$ cat config.mk
export PLATFORM = sky130hd
export DESIGN_NAME = mod0_sink
export DESIGN_NICKNAME = d
export VERILOG_FILES = /design/src/rtl/mod0_sink.sv
export SDC_FILE = /design/constraint.sdc
export NUM_CORES = 1
export LEC_CHECK = 0
export CAP_MARGIN = 20
export CORE_MARGIN = 5
export CORE_UTILIZATION = 50
export DETAILED_ROUTE_END_ITERATION = 6
export PLACE_DENSITY = 0.82
export SYNTH_ARGS = -nofsm -noshare
export SYNTH_HDL_FRONTEND = slang
export SYNTH_SLANG_ARGS = --single-unit
export TNS_END_PERCENT = 1
$ cat constraint.sdc
create_clock -name CLK -period 2.47 [get_ports CLK]
set_input_delay 0.494 -clock CLK [delete_from_list [all_inputs] [get_ports CLK]]
set_output_delay 0.494 -clock CLK [all_outputs]
set_load 0.005 [all_outputs]
$ cat src/rtl/mod0_sink.sv
// Framed nibble sink: strips headers, checks frame structure, buffers payload in a show-ahead FIFO.
// Optional MOD0_SINK_ERRCNT_EN adds an 8-bit saturating error-event counter on OV_ERRCNT.
module mod0_sink #(
  parameter int unsigned DEPTH = 4
) (
  input  logic       CLK,
  input  logic       RST,
  input  logic [3:0] IV1_3,
  input  logic       IB_VLD,
  output logic       OB_RDY,
  output logic [2:0] OV2_2,
  output logic       OB_LAST,
  output logic       OB_VLD,
  input  logic       IB_RDY,
  output logic       OB_ERR,
  input  logic       IB_ERR_CLR
`ifdef MOD0_SINK_ERRCNT_EN
  ,
  output logic [7:0] OV_ERRCNT
`endif
);

  localparam int unsigned AW = (DEPTH > 1) ? $clog2(DEPTH) : 1;
  localparam int unsigned CW = AW + 1;

  typedef enum logic {
    S_IDLE    = 1'b0,
    S_PAYLOAD = 1'b1
  } state_t;

  state_t        r_state;
  state_t        w_state_nx;
  logic [2:0]    r_rem;
  logic [2:0]    w_rem_nx;
  logic          w_push;
  logic          w_err;
  logic [3:0]    w_wdata;

  logic [3:0]    r_mem [DEPTH];
  logic [AW-1:0] r_wr;
  logic [AW-1:0] r_rd;
  logic [CW-1:0] r_cnt;
  logic          w_full;
  logic          w_empty;
  logic          w_acc;
  logic          w_pop;
  logic          w_hdr;
  logic [2:0]    w_n;
  logic [3:0]    w_head;

  assign w_full  = (r_cnt == CW'(DEPTH));
  assign w_empty = (r_cnt == '0);
  assign OB_RDY  = !RST && !w_full;
  assign w_acc   = IB_VLD && OB_RDY;
  assign w_pop   = !w_empty && IB_RDY;
  assign w_hdr   = IV1_3[3];
  assign w_n     = IV1_3[2:0];
  assign w_head  = r_mem[r_rd];

  assign OB_VLD  = !w_empty;
  assign OV2_2   = w_empty ? 3'd0 : w_head[2:0];
  assign OB_LAST = w_empty ? 1'b0 : w_head[3];

  // Frame parser state register
  always_ff @(posedge CLK) begin
    if (RST) begin
      r_state <= S_IDLE;
      r_rem   <= 3'd0;
    end else begin
      r_state <= w_state_nx;
      r_rem   <= w_rem_nx;
    end
  end

  // Frame parser next state; a header seen mid-frame restarts the frame
  always_comb begin
    w_state_nx = r_state;
    w_rem_nx   = r_rem;
    w_push     = 1'b0;
    w_err      = 1'b0;
    w_wdata    = {1'b0, w_n};
    if (w_acc) begin
      case (r_state)
        S_IDLE: begin
          if (w_hdr && (w_n != 3'd0)) begin
            w_state_nx = S_PAYLOAD;
            w_rem_nx   = w_n;
          end else begin
            w_err = 1'b1;
          end
        end
        S_PAYLOAD: begin
          if (!w_hdr) begin
            w_push   = 1'b1;
            w_wdata  = {(r_rem == 3'd1), w_n};
            w_rem_nx = r_rem - 3'd1;
            if (r_rem == 3'd1) w_state_nx = S_IDLE;
          end else begin
            w_err    = 1'b1;
            w_rem_nx = w_n;
            if (w_n == 3'd0) w_state_nx = S_IDLE;
          end
        end
        default: w_state_nx = S_IDLE;
      endcase
    end
  end

  // Payload storage
  always_ff @(posedge CLK) begin
    if (w_push) r_mem[r_wr] <= w_wdata;
  end

  // FIFO pointers and occupancy
  always_ff @(posedge CLK) begin
    if (RST) begin
      r_wr  <= '0;
      r_rd  <= '0;
      r_cnt <= '0;
    end else begin
      if (w_push) r_wr <= r_wr + AW'(1);
      if (w_pop)  r_rd <= r_rd + AW'(1);
      case ({w_push, w_pop})
        2'b10:   r_cnt <= r_cnt + CW'(1);
        2'b01:   r_cnt <= r_cnt - CW'(1);
        default: r_cnt <= r_cnt;
      endcase
    end
  end

  // Sticky error flag; a new error beats a simultaneous clear
  always_ff @(posedge CLK) begin
    if (RST)             OB_ERR <= 1'b0;
    else if (w_err)      OB_ERR <= 1'b1;
    else if (IB_ERR_CLR) OB_ERR <= 1'b0;
  end

`ifdef MOD0_SINK_ERRCNT_EN
  // Saturating error-event counter
  always_ff @(posedge CLK) begin
    if (RST) begin
      OV_ERRCNT <= 8'd0;
    end else if (w_err) begin
      if (IB_ERR_CLR)              OV_ERRCNT <= 8'd1;
      else if (OV_ERRCNT != 8'hFF) OV_ERRCNT <= OV_ERRCNT + 8'd1;
    end else if (IB_ERR_CLR) begin
      OV_ERRCNT <= 8'd0;
    end
  end
`endif

endmodule

==> summary.md, run 1 <==
| Metric | Value |
|---|---|
| Outcome | complete, no violations |
| Switching part of the total power | 22.4% |
| Initial antenna violation count | 0 |
| # clock sinks | 30 |
| Syn Inst Count | 112 |
| Pwr per Cell Area | 512 nW/um^2 |
| Cts bufs inserted | 5 |
| FILL cells | 199 |
| Clock tree buffer depth | 2 |
| Largest net degree at the start of global routing | 15 |
| CP peak stage delay | 510 ps |
| Logic gate share of total power | 7.7% |
| Die width | 63.2 um |
| Drt drc | 0 |
| Synth area leader | edfxtp_1 |
| Share of the synthesized area in the top cell type | 34.0% |
| Number of synthesized flops with an enable pin | 16 |
| Worst-path fanout max | 4 |
| Int Pwr | 0.673 mW |
| Fin Setup TNS | 0 ps |
| All-Layer GR Usage | 13.5% |
| LEAKAGE | 0.582 nW |
| Clk_lat worst skew | 320 ps |
| CTS root buf | clkbuf_4 |
| Switching pwr | 0.195 mW |
| # rows | 19 |
| Fmax | 420 MHz |
| GP Congestion | 0.806 |
| HP Class | flip-flop to flip-flop |
| Antenna Cells | 0 |
| Routed via count | 888 |
| Area contributors post-synth | edfxtp_1 34%, dfxtp_1 20%, mux4_2 6.4% |
| Post-synth cell types | 33 |
| GR Overflow Total | 0 |
| CP endpoint kind | output pin |
| Buffers plus inverters on the worst setup path | 1 |
| WP data arrival | 1880 ps |
| Count leader, synth | edfxtp_1 |
| Max-Cap Viols | 0 |
| Initial core utilization | 51.8% |
| Critical path data required time | 1980 ps |
| Setup ws final | 91.9 ps |
| Syn avg cell area | 12.6 um^2 |
| Max-slew violation count | 0 |
| Max VDD drop | 0.363 mV |
| DP HPWL | 1.97 mm |
| DP Worst Slack | -50.5 ps |
| CTS Hold Bufs | 0 |
| Crit start category | flip-flop |
| DRT antenna net count | 0 |
| Clock period minus final worst setup slack | 2380 ps |
| Count of final setup violators | 0 |
| DRT Pass-1 Iters | 4 |
| Routed wire length | 2.42 mm |
| #FFs+latches synth | 30 |
| Syn Nets | 129 |
| Resized Gates After CTS | 1 |
| First-pass GRT wire length | 4.06 mm |
| CTS H-tree depth | 2 |
| Overall die height | 63.2 um |
| Register Area | 762 um^2 |
| Sequential area share after synthesis | 53.8% |
| Post-layout nets | 156 |
| Area Growth Syn to Fin | 19.7% |
| WS Path Type | flip-flop to output pin |
| Warnings, synthesis | 0 |
| Mapped Area | 1420 um^2 |
| Worst Skew | 7.21 ps |
| Fin crit share | 96.3% |
| Seq pwr share | 61.5% |
| CP max stage cell | mux4_2 |
| CP top delay family | multiplexers |
| Placement Cell Area | 1640 um^2 |
| Synth Flop Type | edfxtp_1 |
| Fin area | 1690 um^2 |
| Post-CTS setup buffers | 0 |
| Initial DRC Count | 22 |
| Area taken by multi-input logic gates | 602 um^2 |
| Die area | 3990 um^2 |
| Tightest Pin Transition | 375 ps |
| CTS tree | built |
| CP cell instances | mux4_2 > and2_2 > clkdlybuf4s50_1 |
| Core footprint | 2730 um^2 |
| WL per Instance | 14.1 um |
| Clock Power Share | 30.8% |
| RSZ-0062 raised after global routing | false |
| IO Pins | 16 |
| Routed vias/inst | 5.19 |
| Slew HR | 74.9% |
| Clock-pin slew on the worst setup and hold paths | 90 ps |
| Synth top cells by count | 16 x edfxtp_1, 14 x dfxtp_1, 10 x inv_1, 10 x nor2_1 |
| Buffers on Ports | 15 |
| Vias in the first global route | 871 |
| Fraction of layout cells with a size suffix above 1 | 20.0% |
| Synth async-reset ratio | 0% |
| Fin. Hold Viols | 0 |
final cells by class:
class,count,area share [%]
timing repair buffer,22,12.0
clock inverter,2,0.591
clock buffer,6,2.44
inverter,10,2.22
tap,31,2.29
multi-input combinational,70,35.5
sequential,30,45.0
layout by cell type (no fill, tap or decap), drive strengths merged, types with 4 or more instances in the layout:
master,count
buf,7
clkdlybuf4s50,15
nor2,10
dfxtp,14
and2,9
ha,7
inv,10
nand2b,5
clkbuf,6
a21oi,7
edfxtp,16
mux4,4
power groups by stage:
stage                     registers [mW]  logic (mW)  clock network, mW
after floorplan                    0.544      0.0324                  0
after global placement             0.544      0.0642                  0
after detailed placement           0.545      0.0670                  0
after CTS                          0.533      0.0674              0.277
after global routing               0.534      0.0731              0.299
final                              0.533      0.0667              0.267
metrics by stage:
step                      hold slack [ps]  util (%)  cells  total power [mW]
final                                 476      62.0    171             0.867
after global routing                  521      62.0    171             0.906
after CTS                             481      62.0    171             0.878
after detailed placement              466      60.0    163             0.612
after global placement                457      60.0    163             0.608
after floorplan                       440         -    112             0.576
cell families after synthesis:
group	after synthesis	share of synthesized area [%]
AOI/OAI and AO/OA	17	8.58
buffers and inverters	12	3.71
adders and majority gates	8	7.60
muxes	5	7.07
DFF	30	53.8
xor gates and xnor gates	5	3.63
and+or+nand+nor	35	15.7
layer usage:
| layer | GRT usage, % | wire [um] | vias up |
|---|---|---|---|
| li1 | - | - | 447 |
| met1 | 14.8 | 996 | 416 |
| met2 | 22.7 | 1220 | 19 |
| met3 | 4.44 | 135 | 6 |
| met4 | 7.79 | 63 | 0 |
| met5 | 0 | 0 | - |
state kept, by name, summed over array words and instances (netlist names), named ones only:
| name | cells |
|---|---|
| r_mem | 16 |
| r_cnt | 3 |
| r_rem | 3 |
| r_rd | 2 |
| r_wr | 2 |
| OB_ERR | 1 |
| r_state | 1 |
path summary, 6_finish.rpt:
kind,slack (ps),depth (start not counted),end,from
setup / recovery,90,3,OV2_2[0],flip-flop
hold / removal,480,2,r_rem[1],r_rem[1]
setup reg to reg,300,8,r_cnt[2],r_cnt[0]
hold reg to reg,480,2,r_rem[1],r_rem[1]
worst register-to-register path, cell delays in order (launching register included):
cell and delay [ps]:
dfxtp_1 440, or3_1 270, and2_4 210, ha_1 160, inv_1 60, fa_1 370, xor2_1 160, or3_1 310
a21oi_1 140
(Power assumes the default switching activity.)
==> run 2, diff against run 1 <==
- ABC_AREA: default -> 1
- CORE_UTILIZATION: 50 -> 35
- PLACE_DENSITY: 0.82 -> 0.64
- SETUP_SLACK_MARGIN: default -> 0.4
==> run 2 against run 1 <==
  * Combinational power is 23% higher
  * Global-route usage shrank 2.5 points
  * Die area increased by 41%
  * Non-clock buffer count shrank 4
  * Routed wire length is 11% higher
  * Area after synthesis rose by 4.9%
  * Synthesized cell count grew 54%
  * Clock skew increased by 1.6 ps
  * Final cell count increased by 44%
  * Maximum frequency rose by 15%
==> summary.md, run 2 <==
| Metric | Value |
|---|---|
| Outcome | complete, no violations |
| # clock sinks | 30 |
| Routed vias/inst | 4.42 |
| Post-synth cell types | 25 |
| Fmax | 483 MHz |
| Met2 Routed Length | 1.21 mm |
| Max VDD drop | 0.240 mV |
| Area contributors post-synth | edfxtp_1 32%, dfxtp_1 19%, nor2_1 9.4% |
| CTS tree | built |
| Max reg flops | 16 |
| Syn avg cell area | 8.63 um^2 |
| #FFs+latches synth | 30 |
| Overall die height | 75.1 um |
| HP Class | flip-flop to flip-flop |
| Synth async-reset ratio | 0% |
| Initial DRC Count | 83 |
| Worst-path fanout max | 9 |
| R2r startpoint | r_cnt[1] |
| Synth top cells by count | 37 x nor2_1, 27 x nand2_1, 25 x inv_1, 16 x edfxtp_1 |
| DP Worst Slack | 102 ps |
| R2R Setup Slk | 640 ps |
| LEAKAGE | 0.730 nW |
| Largest net degree at the start of global routing | 10 |
| Placement Cell Area | 1710 um^2 |
| WS Path Type | flip-flop to output pin |
| Fin Setup TNS | 0 ps |
| # rows | 23 |
| Seq pwr share | 54.3% |
| CTS Hold Bufs | 0 |
| Syn Nets | 189 |
| GP Congestion | 0.773 |
| Core footprint | 4060 um^2 |
| CTS H-tree depth | 2 |
| Initial core utilization | 36.6% |
| Drt drc | 0 |
| IO Pins | 16 |
| Die width | 75.1 um |
| Vias in the first global route | 1029 |
| Switching part of the total power | 22.9% |
| Count leader, synth | nor2_1 |
| Switching pwr | 0.225 mW |
| Count of final setup violators | 0 |
| WP data arrival | 1580 ps |
| Clock-pin slew on the worst setup and hold paths | 60 ps |
| WL per Instance | 10.9 um |
| Clock period minus final worst setup slack | 2070 ps |
| Max-slew violation count | 0 |
| Wire length on met1 | 1.34 mm |
| Number of synthesized flops with an enable pin | 16 |
| Max-Cap Viols | 0 |
| All-Layer GR Usage | 11.0% |
| Biggest register | r_mem |
| Clock Power Share | 37.4% |
| Most common cell after layout, fill and taps aside | nor2_1 |
| Fin crit share | 83.9% |
| Int Pwr | 0.758 mW |
| Sequential area share after synthesis | 51.3% |
| RSZ-0062 raised after global routing | true |
| Mapped Area | 1480 um^2 |
| Worst setup endpoint | OV2_2[2] |
| Placed cell count | 238 |
| Slew HR | 71.3% |
| Die area | 5640 um^2 |
| Setup ws final | 399 ps |
| Routed wire length | 2.69 mm |
| RR Endpoint | r_cnt[2] |
| Synth area leader | edfxtp_1 |
| Buffers on Ports | 15 |
| Routed wl met3 | 115 um |
| Initial antenna violation count | 0 |
| Worst Skew | 8.82 ps |
| Area Growth Syn to Fin | 21.6% |
| Pwr per Cell Area | 545 nW/um^2 |
| DP HPWL | 2.01 mm |
| FILL cells | 418 |
| Crit start category | flip-flop |
| Critical path data required time | 1980 ps |
| GR Overflow Total | 0 |
| Syn Inst Count | 172 |
| CP endpoint kind | output pin |
| Top Registers | r_mem (16), r_cnt (3), r_rem (3) |
| Post-layout nets | 213 |
| Final cell count without fillers | 247 |
| Tightest Pin Transition | 427 ps |
| Routed via count | 1091 |
| DRT antenna net count | 0 |
| Uppermost layer routed | met4 |
| Clock tree buffer depth | 2 |
| Warnings, synthesis | 0 |
| Fin. Hold Viols | 0 |
| Fraction of layout cells with a size suffix above 1 | 11.7% |
| First-pass GRT wire length | 4.65 mm |
| Clk_lat worst skew | 280 ps |
| Most frequent cells in the layout | 37 x nor2_1, 27 x nand2_1, 23 x inv_1, 16 x edfxtp_1, 14 x a21oi_1 |
| DRT Pass-1 Iters | 4 |
| Fin area | 1800 um^2 |
| CTS root buf | clkbuf_8 |
| Antenna Cells | 0 |
| Share of the synthesized area in the top cell type | 32.4% |
| R2R depth | 11 |
| Synth Flop Type | edfxtp_1 |
| Cts bufs inserted | 5 |
| Logic gate share of total power | 8.3% |
| Hold slack | 485 ps |
==> run 2: changes by cell type after synthesis, sizes merged, moves of 4 or more <==
cell | before | now
a21oi | 7 | 14
mux4 | 4 | 0
nand2b | 5 | 0
o21ai | 3 | 14
nor2 | 10 | 40
nand2 | 2 | 29
and2 | 9 | 0
inv | 10 | 27
==> run 2: what timing repair did <==
item                       4_1_cts  5_1_grt
buffers inserted                 1        0
resized for setup                4        5
setup endpoints to repair        5        6
hold endpoints to repair         0        0
==> run 2: layer usage <==
layer | vias to the layer above | GRT usage (%)
met5 | - | 0
met2 | 14 | 16.7
li1 | 595 | -
met4 | 0 | 3.56
met1 | 480 | 14.2
met3 | 2 | 4.67
==> run 2: stage by stage <==
| step | total power, mW | utilization [%] |
|---|---|---|
| final | 0.983 | 44.5 |
| after global routing | 1.03 | 44.5 |
| after CTS | 0.995 | 44.3 |
| after detailed placement | 0.628 | 42.1 |
| after global placement | 0.628 | 42.1 |
| after floorplan | 0.590 | - |
==> run 2: worst max-delay path, cell delays in order (launching register included) <==
cell             delay (ps)
dfxtp_4                 400
nor2_1                   60
nor2_1                   90
o21ai_0                 100
a21oi_1                 150
clkdlybuf4s50_1         510
==> run 2: area by class of cell <==
type	count	area, um^2	area share, %
Sequential cell	30	768	42.6
Tap cell	50	62.6	3.47
Clock buffer	6	72.6	4.02
Timing Repair Buffer	18	174	9.64
Inverter	28	109	6.03
Clock inverter	2	8.76	0.485
Multi-Input combinational cell	113	609	33.8
==> run 2: cells by family (layout without fill, tap and decap cells) <==
| logic type | count (synthesis) | count (layout) | share of synthesized area (%) |
|---|---|---|---|
| and+or+nand+nor | 75 | 75 | 22.9 |
| AOI/OAI and AO/OA | 28 | 28 | 9.70 |
| xor gates and xnor gates | 2 | 2 | 1.18 |
| adders and majority gates | 8 | 8 | 7.25 |
| buffers and inverters | 29 | 54 | 7.67 |
| DFF | 30 | 30 | 51.3 |
==> run 2: power groups by stage <==
stage / logic, mW / clock network (mW) / registers (mW)
floorplan: 0.0447 / 0 / 0.545
global placement: 0.0814 / 0 / 0.547
detailed placement: 0.0816 / 0 / 0.547
CTS: 0.0829 / 0.376 / 0.536
global route: 0.0936 / 0.400 / 0.535
finish: 0.0819 / 0.368 / 0.534
==> run 2: how the worst min path moves through the flow <==
stage          startpoint        to  slack (ps)  depth (start not counted)
3_3_place_gp     r_rem[1]  r_rem[1]         470                          2
3_5_place_dp     r_rem[1]  r_rem[1]         480                          2
2_1_floorplan    r_rem[1]  r_rem[1]         460                          2
5_1_grt           r_state   r_state         540                          2
6_report         r_rem[1]  r_rem[1]         480                          2
4_1_cts          r_rem[1]  r_rem[1]         490                          2
==> run 3, diff against run 2 <==
- clock period: 2.47 -> 1.95 ns (I/O delays scaled with it)
==> run 3 against run 2 <==
  * Sequential cell count unchanged
  * Die area unchanged
  * Hold slack better by 7.8 ps
  * Global-route usage up 0.73 points
  * Combinational power up 43%
  * Total power up 43%
  * Critical path depth unchanged
  * Register-to-register slack worse by 340 ps
  * Critical path type unchanged
==> summary.md, run 3 (synthesis results as in run 2) <==
| Metric | Value |
|---|---|
| All-Layer GR Usage | 11.8% |
| Fin area | 1990 um^2 |
| Critical path data required time | 1560 ps |
| Max reg flops | 16 |
| WL per Instance | 10.9 um |
| Area Growth Syn to Fin | 34.0% |
| Count of final setup violators | 0 |
| Max-Cap Viols | 0 |
| Clock period minus final worst setup slack | 1670 ps |
| Post-layout nets | 231 |
| GR Overflow Total | 0 |
| Cts bufs inserted | 5 |
| DP HPWL | 2.14 mm |
| Clock tree buffer depth | 2 |
| HP Class | flip-flop to flip-flop |
| Placement Cell Area | 1850 um^2 |
| WS Path Type | flip-flop to output pin |
| Max-slew violation count | 0 |
| Hold slack | 493 ps |
| Routed wire length | 2.89 mm |
| Fin Setup TNS | 0 ps |
| Register Area | 772 um^2 |
| RSZ-0062 raised after global routing | true |
| Fin crit share | 85.5% |
| Antenna Cells | 0 |
| CP max stage cell | dfxtp_4 |
| CP peak stage delay | 360 ps |
| CTS H-tree depth | 2 |
| Biggest register | r_mem |
| Clock-pin slew on the worst setup and hold paths | 70 ps |
| Outcome | complete, no violations |
| FILL cells | 390 |
| Most frequent cells in the layout | 36 x nor2_1, 26 x nand2_1, 20 x inv_1, 20 x buf_4, 16 x edfxtp_1 |
| CP endpoint kind | output pin |
| Final cell count without fillers | 265 |
| WP data arrival | 1280 ps |
| Core footprint | 4060 um^2 |
| CP cell instances | buf_6 > inv_4 > o21ai_1 > a21oi_1 > dlygate4sd2_1 |
| Initial core utilization | 36.6% |
| Area taken by multi-input logic gates | 643 um^2 |
| Fmax | 599 MHz |
| Routed via count | 1174 |
| Most common cell after layout, fill and taps aside | nor2_1 |
| # clock sinks | 30 |
| Slew HR | 86.3% |
| LEAKAGE | 0.854 nW |
| Tightest Pin Transition | 206 ps |
| Largest net degree at the start of global routing | 11 |
| CTS root buf | clkbuf_8 |
| DRT antenna net count | 0 |
| Max VDD drop | 0.329 mV |
| Routed vias/inst | 4.43 |
| Overall die height | 75.1 um |
| Worst Skew | 10.4 ps |
| First-pass GRT wire length | 4.86 mm |
| GP Congestion | 0.782 |
| Setup ws final | 282 ps |
| Initial DRC Count | 54 |
| # rows | 23 |
| CTS tree | built |
| Initial antenna violation count | 0 |
| Top Registers | r_mem (16), r_cnt (3), r_rem (3) |
| Pwr per Cell Area | 706 nW/um^2 |
| R2R Setup Slk | 300 ps |
| Tot Pwr | 1.40 mW |
| Final Util | 49.0% |
| Fraction of layout cells with a size suffix above 1 | 26.5% |
| Drt drc | 0 |
| DP Worst Slack | -166 ps |
| Die width | 75.1 um |
| DRT Pass-1 Iters | 4 |
| Fin. Hold Viols | 0 |
| Vias in the first global route | 1092 |
| IO Pins | 16 |
| Worst-path fanout max | 8 |
| Die area | 5640 um^2 |
| Placed cell count | 253 |
| Clk_lat worst skew | 280 ps |
| Buffers on Ports | 15 |
| Crit start category | flip-flop |
## run 3: layout make-up
type                    count  area share (%)
flip-flops and latches     30            38.8
repair buffers             36            14.5
clock inverters             3            2.01
inverters                  28            5.73
well taps                  50            3.15
multi-input cells         113            32.3
clock buffers               5            3.46
## run 3: critical path: cells and delay by family, from the launching register on
family                 cells  cell delay, ps
flip-flops                 1             360
AO/OA/AOI/OAI              2             200
buffers and inverters      3             440
## run 3: what timing repair did
action	4_1_cts	5_1_grt
hold buffers	0	0
pin swaps	6	0
setup buffers	4	0
endpoints found under the setup margin	24	9
endpoints found under the hold margin	0	0
resized for setup	33	1
## run 3: per-layer routing
metal  global-route usage, %  vias to the layer above  routed length, um
met4                    5.34                        0                 13
li1                        -                      633                  -
met1                    13.9                      525               1330
met2                    20.1                       14               1480
met3                    2.80                        2                 67
met5                       0                        -                  0
## run 3: worst paths after layout
check,depth (start not counted),to,startpoint
worst min-delay path,2,r_rem[1],r_rem[1]
worst max-delay path,5,OV2_2[1],flip-flop
worst min register to register,2,r_rem[1],r_rem[1]
worst max register to register,10,r_cnt[1],r_cnt[1]
## run 3: where the power goes
| part | switching [mW] | leakage [nW] | total, mW | internal, mW |
|---|---|---|---|---|
| sequential | 0.00757 | 0.262 | 0.676 | 0.669 |
| combinational | 0.0611 | 0.535 | 0.117 | 0.0561 |
| clock | 0.235 | 0.0579 | 0.611 | 0.376 |
